==> src/rtl/p2p_reg_pkg.sv <==
// Shared types and helpers for the p2p AXI-Lite to register-port bridge.
// Holds the FSM state encoding, the AXI response codes and the byte-merge helper.
package p2p_reg_pkg;

    typedef enum logic [2:0] {
        ST_IDLE,
        ST_WR_RD,
        ST_WR_WAIT,
        ST_WR,
        ST_B,
        ST_RD,
        ST_RD_WAIT,
        ST_R
    } state_t;

    localparam logic [1:0] RESP_OKAY   = 2'b00;
    localparam logic [1:0] RESP_SLVERR = 2'b10;

    // Strobed bytes come from new_v, the rest keep old_v.
    function automatic logic [31:0] strb_merge(input logic [31:0] old_v,
                                               input logic [31:0] new_v,
                                               input logic [3:0]  strb);
        logic [31:0] m;
        m = old_v;
        for (int i = 0; i < 4; i++) begin
            if (strb[i]) m[i*8 +: 8] = new_v[i*8 +: 8];
        end
        return m;
    endfunction

endpackage

==> src/rtl/p2p_axil_reg_bridge.sv <==
// AXI4-Lite slave that serialises control-plane accesses onto the register file's
// system port; partial-strobe writes are done as read-modify-write.
module p2p_axil_reg_bridge
    import p2p_reg_pkg::*;
#(
    parameter int ENTRIES      = 12,
    parameter int DATA_WIDTH   = 32,
    parameter int AXIL_ADDR_W  = 12,
    parameter int READ_LATENCY = 0,
    localparam int IDX_W       = $clog2(ENTRIES)
) (
    input  logic                   axil_aclk,
    input  logic                   axil_rst,

    input  logic                   s_axil_awvalid,
    output logic                   s_axil_awready,
    input  logic [AXIL_ADDR_W-1:0] s_axil_awaddr,
    input  logic                   s_axil_wvalid,
    output logic                   s_axil_wready,
    input  logic [DATA_WIDTH-1:0]  s_axil_wdata,
    input  logic [3:0]             s_axil_wstrb,
    output logic                   s_axil_bvalid,
    input  logic                   s_axil_bready,
    output logic [1:0]             s_axil_bresp,

    input  logic                   s_axil_arvalid,
    output logic                   s_axil_arready,
    input  logic [AXIL_ADDR_W-1:0] s_axil_araddr,
    output logic                   s_axil_rvalid,
    input  logic                   s_axil_rready,
    output logic [DATA_WIDTH-1:0]  s_axil_rdata,
    output logic [1:0]             s_axil_rresp,

    output logic                   reg_en,
    output logic                   reg_we,
    output logic [IDX_W-1:0]       reg_addr,
    output logic [DATA_WIDTH-1:0]  reg_din,
    input  logic [DATA_WIDTH-1:0]  reg_dout
);

    state_t                  r_state;
    state_t                  w_state_nxt;
    logic                    r_rd_pri;
    logic [IDX_W-1:0]        r_addr;
    logic [DATA_WIDTH-1:0]   r_wdata;
    logic [3:0]              r_strb;
    logic [DATA_WIDTH-1:0]   r_old;
    logic [1:0]              r_bresp;
    logic [1:0]              r_rresp;
    logic [DATA_WIDTH-1:0]   r_rdata;

    logic w_wr_cand;
    logic w_take_wr;
    logic w_take_rd;
    logic w_aw_ok;
    logic w_ar_ok;
    logic w_cap_old;
    logic w_cap_rd;

    assign w_wr_cand = s_axil_awvalid && s_axil_wvalid;
    assign w_aw_ok   = 32'(s_axil_awaddr >> 2) < 32'(ENTRIES);
    assign w_ar_ok   = 32'(s_axil_araddr >> 2) < 32'(ENTRIES);

    // With a registered register file the data is sampled one cycle later, in the *_WAIT state.
    assign w_cap_old = (READ_LATENCY == 0) ? (r_state == ST_WR_RD) : (r_state == ST_WR_WAIT);
    assign w_cap_rd  = (READ_LATENCY == 0) ? (r_state == ST_RD)    : (r_state == ST_RD_WAIT);

    always_comb begin
        w_state_nxt = r_state;
        w_take_wr   = 1'b0;
        w_take_rd   = 1'b0;
        case (r_state)
            ST_IDLE: begin
                // r_rd_pri set means the read side lost the last contention and goes first now.
                if (w_wr_cand && (!s_axil_arvalid || !r_rd_pri)) begin
                    w_take_wr = 1'b1;
                    if (!w_aw_ok || s_axil_wstrb == 4'h0) w_state_nxt = ST_B;
                    else if (s_axil_wstrb == 4'hF)        w_state_nxt = ST_WR;
                    else                                  w_state_nxt = ST_WR_RD;
                end else if (s_axil_arvalid) begin
                    w_take_rd   = 1'b1;
                    w_state_nxt = w_ar_ok ? ST_RD : ST_R;
                end
            end
            ST_WR_RD:   w_state_nxt = (READ_LATENCY == 0) ? ST_WR : ST_WR_WAIT;
            ST_WR_WAIT: w_state_nxt = ST_WR;
            ST_WR:      w_state_nxt = ST_B;
            ST_B:       if (s_axil_bready) w_state_nxt = ST_IDLE;
            ST_RD:      w_state_nxt = (READ_LATENCY == 0) ? ST_R : ST_RD_WAIT;
            ST_RD_WAIT: w_state_nxt = ST_R;
            ST_R:       if (s_axil_rready) w_state_nxt = ST_IDLE;
            default:    w_state_nxt = ST_IDLE;
        endcase
        if (axil_rst) begin
            w_take_wr   = 1'b0;
            w_take_rd   = 1'b0;
            w_state_nxt = ST_IDLE;
        end
    end

    always_ff @(posedge axil_aclk) begin
        if (axil_rst) begin
            r_state  <= ST_IDLE;
            r_rd_pri <= 1'b0;
            r_addr   <= '0;
            r_wdata  <= '0;
            r_strb   <= '0;
            r_old    <= '0;
            r_bresp  <= RESP_OKAY;
            r_rresp  <= RESP_OKAY;
            r_rdata  <= '0;
        end else begin
            r_state <= w_state_nxt;
            if (w_take_wr) begin
                r_addr  <= s_axil_awaddr[IDX_W+1:2];
                r_wdata <= s_axil_wdata;
                r_strb  <= s_axil_wstrb;
                r_bresp <= w_aw_ok ? RESP_OKAY : RESP_SLVERR;
                if (s_axil_arvalid) r_rd_pri <= 1'b1;
            end
            if (w_take_rd) begin
                r_addr  <= s_axil_araddr[IDX_W+1:2];
                r_rresp <= w_ar_ok ? RESP_OKAY : RESP_SLVERR;
                r_rdata <= '0;
                if (w_wr_cand) r_rd_pri <= 1'b0;
            end
            if (w_cap_old) r_old   <= reg_dout;
            if (w_cap_rd)  r_rdata <= reg_dout;
        end
    end

    assign s_axil_awready = w_take_wr;
    assign s_axil_wready  = w_take_wr;
    assign s_axil_arready = w_take_rd;
    assign s_axil_bvalid  = !axil_rst && (r_state == ST_B);
    assign s_axil_bresp   = r_bresp;
    assign s_axil_rvalid  = !axil_rst && (r_state == ST_R);
    assign s_axil_rresp   = r_rresp;
    assign s_axil_rdata   = r_rdata;

    assign reg_en   = !axil_rst &&
                      (r_state inside {ST_WR_RD, ST_WR_WAIT, ST_WR, ST_RD, ST_RD_WAIT});
    assign reg_we   = !axil_rst && (r_state == ST_WR);
    assign reg_addr = r_addr;
    assign reg_din  = reg_we ? strb_merge(r_old, r_wdata, r_strb) : '0;

endmodule

==> config.mk <==
export PLATFORM = sky130hd
export DESIGN_NAME = p2p_axil_reg_bridge
export DESIGN_NICKNAME = d
export VERILOG_FILES = /design/src/rtl/p2p_reg_pkg.sv /design/src/rtl/p2p_axil_reg_bridge.sv
export SDC_FILE = /design/constraint.sdc
export NUM_CORES = 1
export LEC_CHECK = 0
export ABC_AREA = 0
export BUFFER_PORTS_ARGS = -buffer_cell sky130_fd_sc_hd__buf_2
export CAP_MARGIN = 15
export CORE_ASPECT_RATIO = 0.9
export CORE_MARGIN = 2
export CORE_UTILIZATION = 45
export CTS_CLUSTER_DIAMETER = 80
export DETAILED_ROUTE_END_ITERATION = 16
export PLACE_DENSITY_LB_ADDON = 0.25
export SLEW_MARGIN = 20
export SYNTH_ARGS = -nofsm -noshare
export SYNTH_HDL_FRONTEND = slang
export SYNTH_SLANG_ARGS = --single-unit
==> constraint.sdc <==
create_clock -name axil_aclk -period 3.2 [get_ports axil_aclk]
set_input_delay 0.64 -clock axil_aclk [delete_from_list [all_inputs] [get_ports axil_aclk]]
set_output_delay 0.64 -clock axil_aclk [all_outputs]
set_load 0.005 [all_outputs]
==> results summary <==
The aggregate global routing overflow came out at 0. The signed area change from the synthesized netlist to the final layout is 22.6%. The peak fanout along the critical path is 33. The min-delay analysis places its worst path in the category reg2reg. The post-cts sizing count came out at 0.

After detailed routing, the total wire length is 13200 µm. The cts-stage hold buffer count is 0. The signal arrival time at the worst endpoint is 1.89 ns. In the synthesized netlist the dominant register cell turns out to be sky130_fd_sc_hd__dfxtp_1. The clock arrives with 0.00843 ns of skew. The number of setup buffers added after CTS is 0. STA classifies the critical path startpoint as a flop. The first routing iteration left 259 violations. The H-tree depth reported by CTS came out at 3. In the final routed layout, each cell accounts on average for 15.3 µm. The ratio of cells with drive above 1 in the final layout is 31.2%. The number of global-route vias before repair is 4443.

The run finished with clean final reports. The count of yosys warnings during synthesis came out at 0. The number of slew-limit violations in the final report is 0. The antenna cell count came out at 0. The number of different library cells used by synthesis comes to 48.

Across the VDD grid, the largest voltage drop is 0.000367 V. The number of vias per cell is 5.25. The total number of nets in the final design came out at 827.

The maximum clock frequency came out at 395 MHz. The count of nets left with antenna violations after detail routing came out at 0. The routed via count came out at 4529.

Headroom to the max-slew limit came out at 56.1%. The number of rows created at floorplan is 35. The clock transition at the register clock pins on the worst setup and hold paths after CTS came out at 0.07 ns.

The count of TritonRoute iterations in the first routing pass came out at 5. The cell sitting at the root of the clock tree is a sky130_fd_sc_hd__clkbuf_16. The flip-flop and latch count after synthesis is 110.

The number of remaining DRC errors came out at 0. The maximum number of pins on one net before global-route repair came out at 62. The global placement routability congestion is 0.845. For this run, the total global-route usage over all layers was measured as 23.1%.

The hold slack is 0.457 ns. Of the available clock period, the critical path in the final layout requires 79.1%. The number of max-capacitance violations reported is 0.

Setup repair after global routing left no endpoint under its margin. The top-level I/O count is 178. The sum of negative setup slack came out at 0 ns. Summed over all cells, the static leakage comes to 2.57 nW. The count of flip-flops with a built-in enable after synthesis came out at 0. The required time at the endpoint of the critical path came out at 2.56 ns.

The first-pass GRT wire length came out at 21300 µm. The share of async-settable or async-resettable flops after synthesis came out at 0%. The endpoint type of the worst setup path is a primary output.

The synthesized netlist occupies a cell area of 4850 µm². The floorplan step defined a core boundary enclosing 10400 µm². The area of the die came out at 11600 µm². Setup violations remaining at the end of the flow were counted as 0.

The detailed placement HPWL came out at 9240 µm. At the pin with the least slew margin, the transition time is 0.658 ns. The initial antenna violation count was 0.

The setup path with the least slack is of type reg2out. From bottom edge to top edge, the die measures 102 µm. The clock tree from TritonCTS is built. The final hold violation count came out at 0. The number of buffers added on ports is 171. The register area share after synthesis is 45.4%. The minimum period implied by the final worst setup slack came out at 2.53 ns. The cell area power density is 656 nW/µm². The number of standard cells after synthesis is 588.

The average cell area after synthesis came out at 8.25 µm². The number of buffers created by CTS is 9. Fill cells in the final layout number 1006.

The starting density of the core is 46.7%. The maximum number of buffers from clock root to sink is 2. The width of the chip is 113 µm. The TritonCTS sink count came out at 110. The later pin in the worst-skew pair is clocked with a latency of 0.35 ns.
stage by stage:
stage	worst slack, ns	std cells	cell area [µm²]	utilization [%]	total power, mW
finish	0.668	862	5940	57.3	3.90
global route	0.469	862	5940	57.3	4.13
CTS	0.670	862	5940	57.3	3.93
detailed placement	0.685	846	5630	54.2	2.76
global placement	0.716	846	5630	54.2	2.71
floorplan	0.538	589	4850	-	2.47
cells in the final DEF (no fill, tap or decap), types with 2 or more instances in the layout:
cell                        Yosys  routed
sky130_fd_sc_hd__clkbuf_16      0       9
sky130_fd_sc_hd__mux2i_1       32      32
sky130_fd_sc_hd__buf_4          3      10
sky130_fd_sc_hd__nor2_1        71      71
sky130_fd_sc_hd__conb_1         1       2
sky130_fd_sc_hd__a21oi_1       34      34
sky130_fd_sc_hd__o21ai_2       26      26
sky130_fd_sc_hd__buf_2          4     171
sky130_fd_sc_hd__inv_1          2       2
sky130_fd_sc_hd__nand2_1      173     173
sky130_fd_sc_hd__a211oi_1       2       2
sky130_fd_sc_hd__a22oi_1        4       4
sky130_fd_sc_hd__nor3_1         2       2
sky130_fd_sc_hd__o21ai_0       13      13
sky130_fd_sc_hd__dfxtp_1      110     110
sky130_fd_sc_hd__or4_1          2       2
sky130_fd_sc_hd__o2bb2ai_1      4       4
sky130_fd_sc_hd__clkbuf_8       0       3
sky130_fd_sc_hd__and2_1         3       3
sky130_fd_sc_hd__a2bb2oi_1     32      32
synthesized netlist by cell type (all sizes together) (2+ instances only):
cell       n  area share (%)
a2bb2oi   32             5.8
clkbuf    35             2.8
and2       3            0.39
mux2i     32             6.6
o2bb2ai    4            0.72
nor2      72             5.6
or4        3            0.54
o21ai     39             6.0
a211oi     3            0.57
nor3       2            0.21
dfxtp    110              45
a22oi      4            0.62
nand2    173              13
a21oi     34             3.5
inv        2            0.15
buf       18             3.8
critical path, cell delays in order, from the launching register on:
cell	delay, ns
sky130_fd_sc_hd__dfxtp_1	0.49
sky130_fd_sc_hd__nand2_1	0.14
sky130_fd_sc_hd__or3_1	0.33
sky130_fd_sc_hd__buf_4	0.26
sky130_fd_sc_hd__nor2_1	0.18
sky130_fd_sc_hd__buf_2	0.13
final cells by class:
cell class	count	area (µm²)	area share [%]
multi-input cells	424	2320	39.1
repair buffers	181	931	15.7
clock buffers	12	267	4.48
inverters	2	7.51	0.126
clock inverters	4	52.6	0.884
flip-flops and latches	110	2200	37.0
well taps	129	161	2.72
layer usage:
layer	up-vias	wire [µm]	track usage (%)
li1	2237	-	-
met1	2121	5700	27.8
met2	150	6470	40.6
met3	21	837	5.75
met4	0	224	7.69
met5	-	0	0
sequential cells by signal, summed over array words and instances (netlist names):
| name | cells |
|---|---|
| r_old | 32 |
| r_wdata | 32 |
| s_axil_rdata | 32 |
| r_strb | 4 |
| reg_addr | 4 |
| r_state | 3 |
| r_rd_pri | 1 |
| s_axil_bresp | 1 |
| s_axil_rresp | 1 |
where the power goes:
part / switching (mW) / internal (mW) / leakage (nW)
Combinational: 0.559 / 0.402 / 1.52
Clock: 0.497 / 0.674 / 0.159
Sequential: 0.175 / 1.59 / 0.893
logic make-up (layout without fill, tap and decap cells):
family	Yosys count	count (layout)	share of synthesized area, %
AND/OR/NAND/NOR	263	263	21.8
multiplexers	32	32	6.60
other	1	2	0.0773
AO/OA/AOI/OAI	126	126	19.1
buffers and inverters	55	199	6.76
flip-flops	110	110	45.4
XOR/XNOR	1	1	0.181
path summary, 6_finish.rpt:
| check | startpoint | to | slack (ns) | depth (start not counted) |
|---|---|---|---|---|
| setup reg to reg | r_state[2] | s_axil_bresp[1] | 0.98 | 5 |
| hold reg to reg | r_old[16] | r_old[16] | 0.46 | 2 |
| setup / recovery | r_state[0] | reg_din[7] | 0.67 | 5 |
| hold / removal | r_old[16] | r_old[16] | 0.46 | 2 |
No activity file was read; power rests on OpenSTA's default activity.
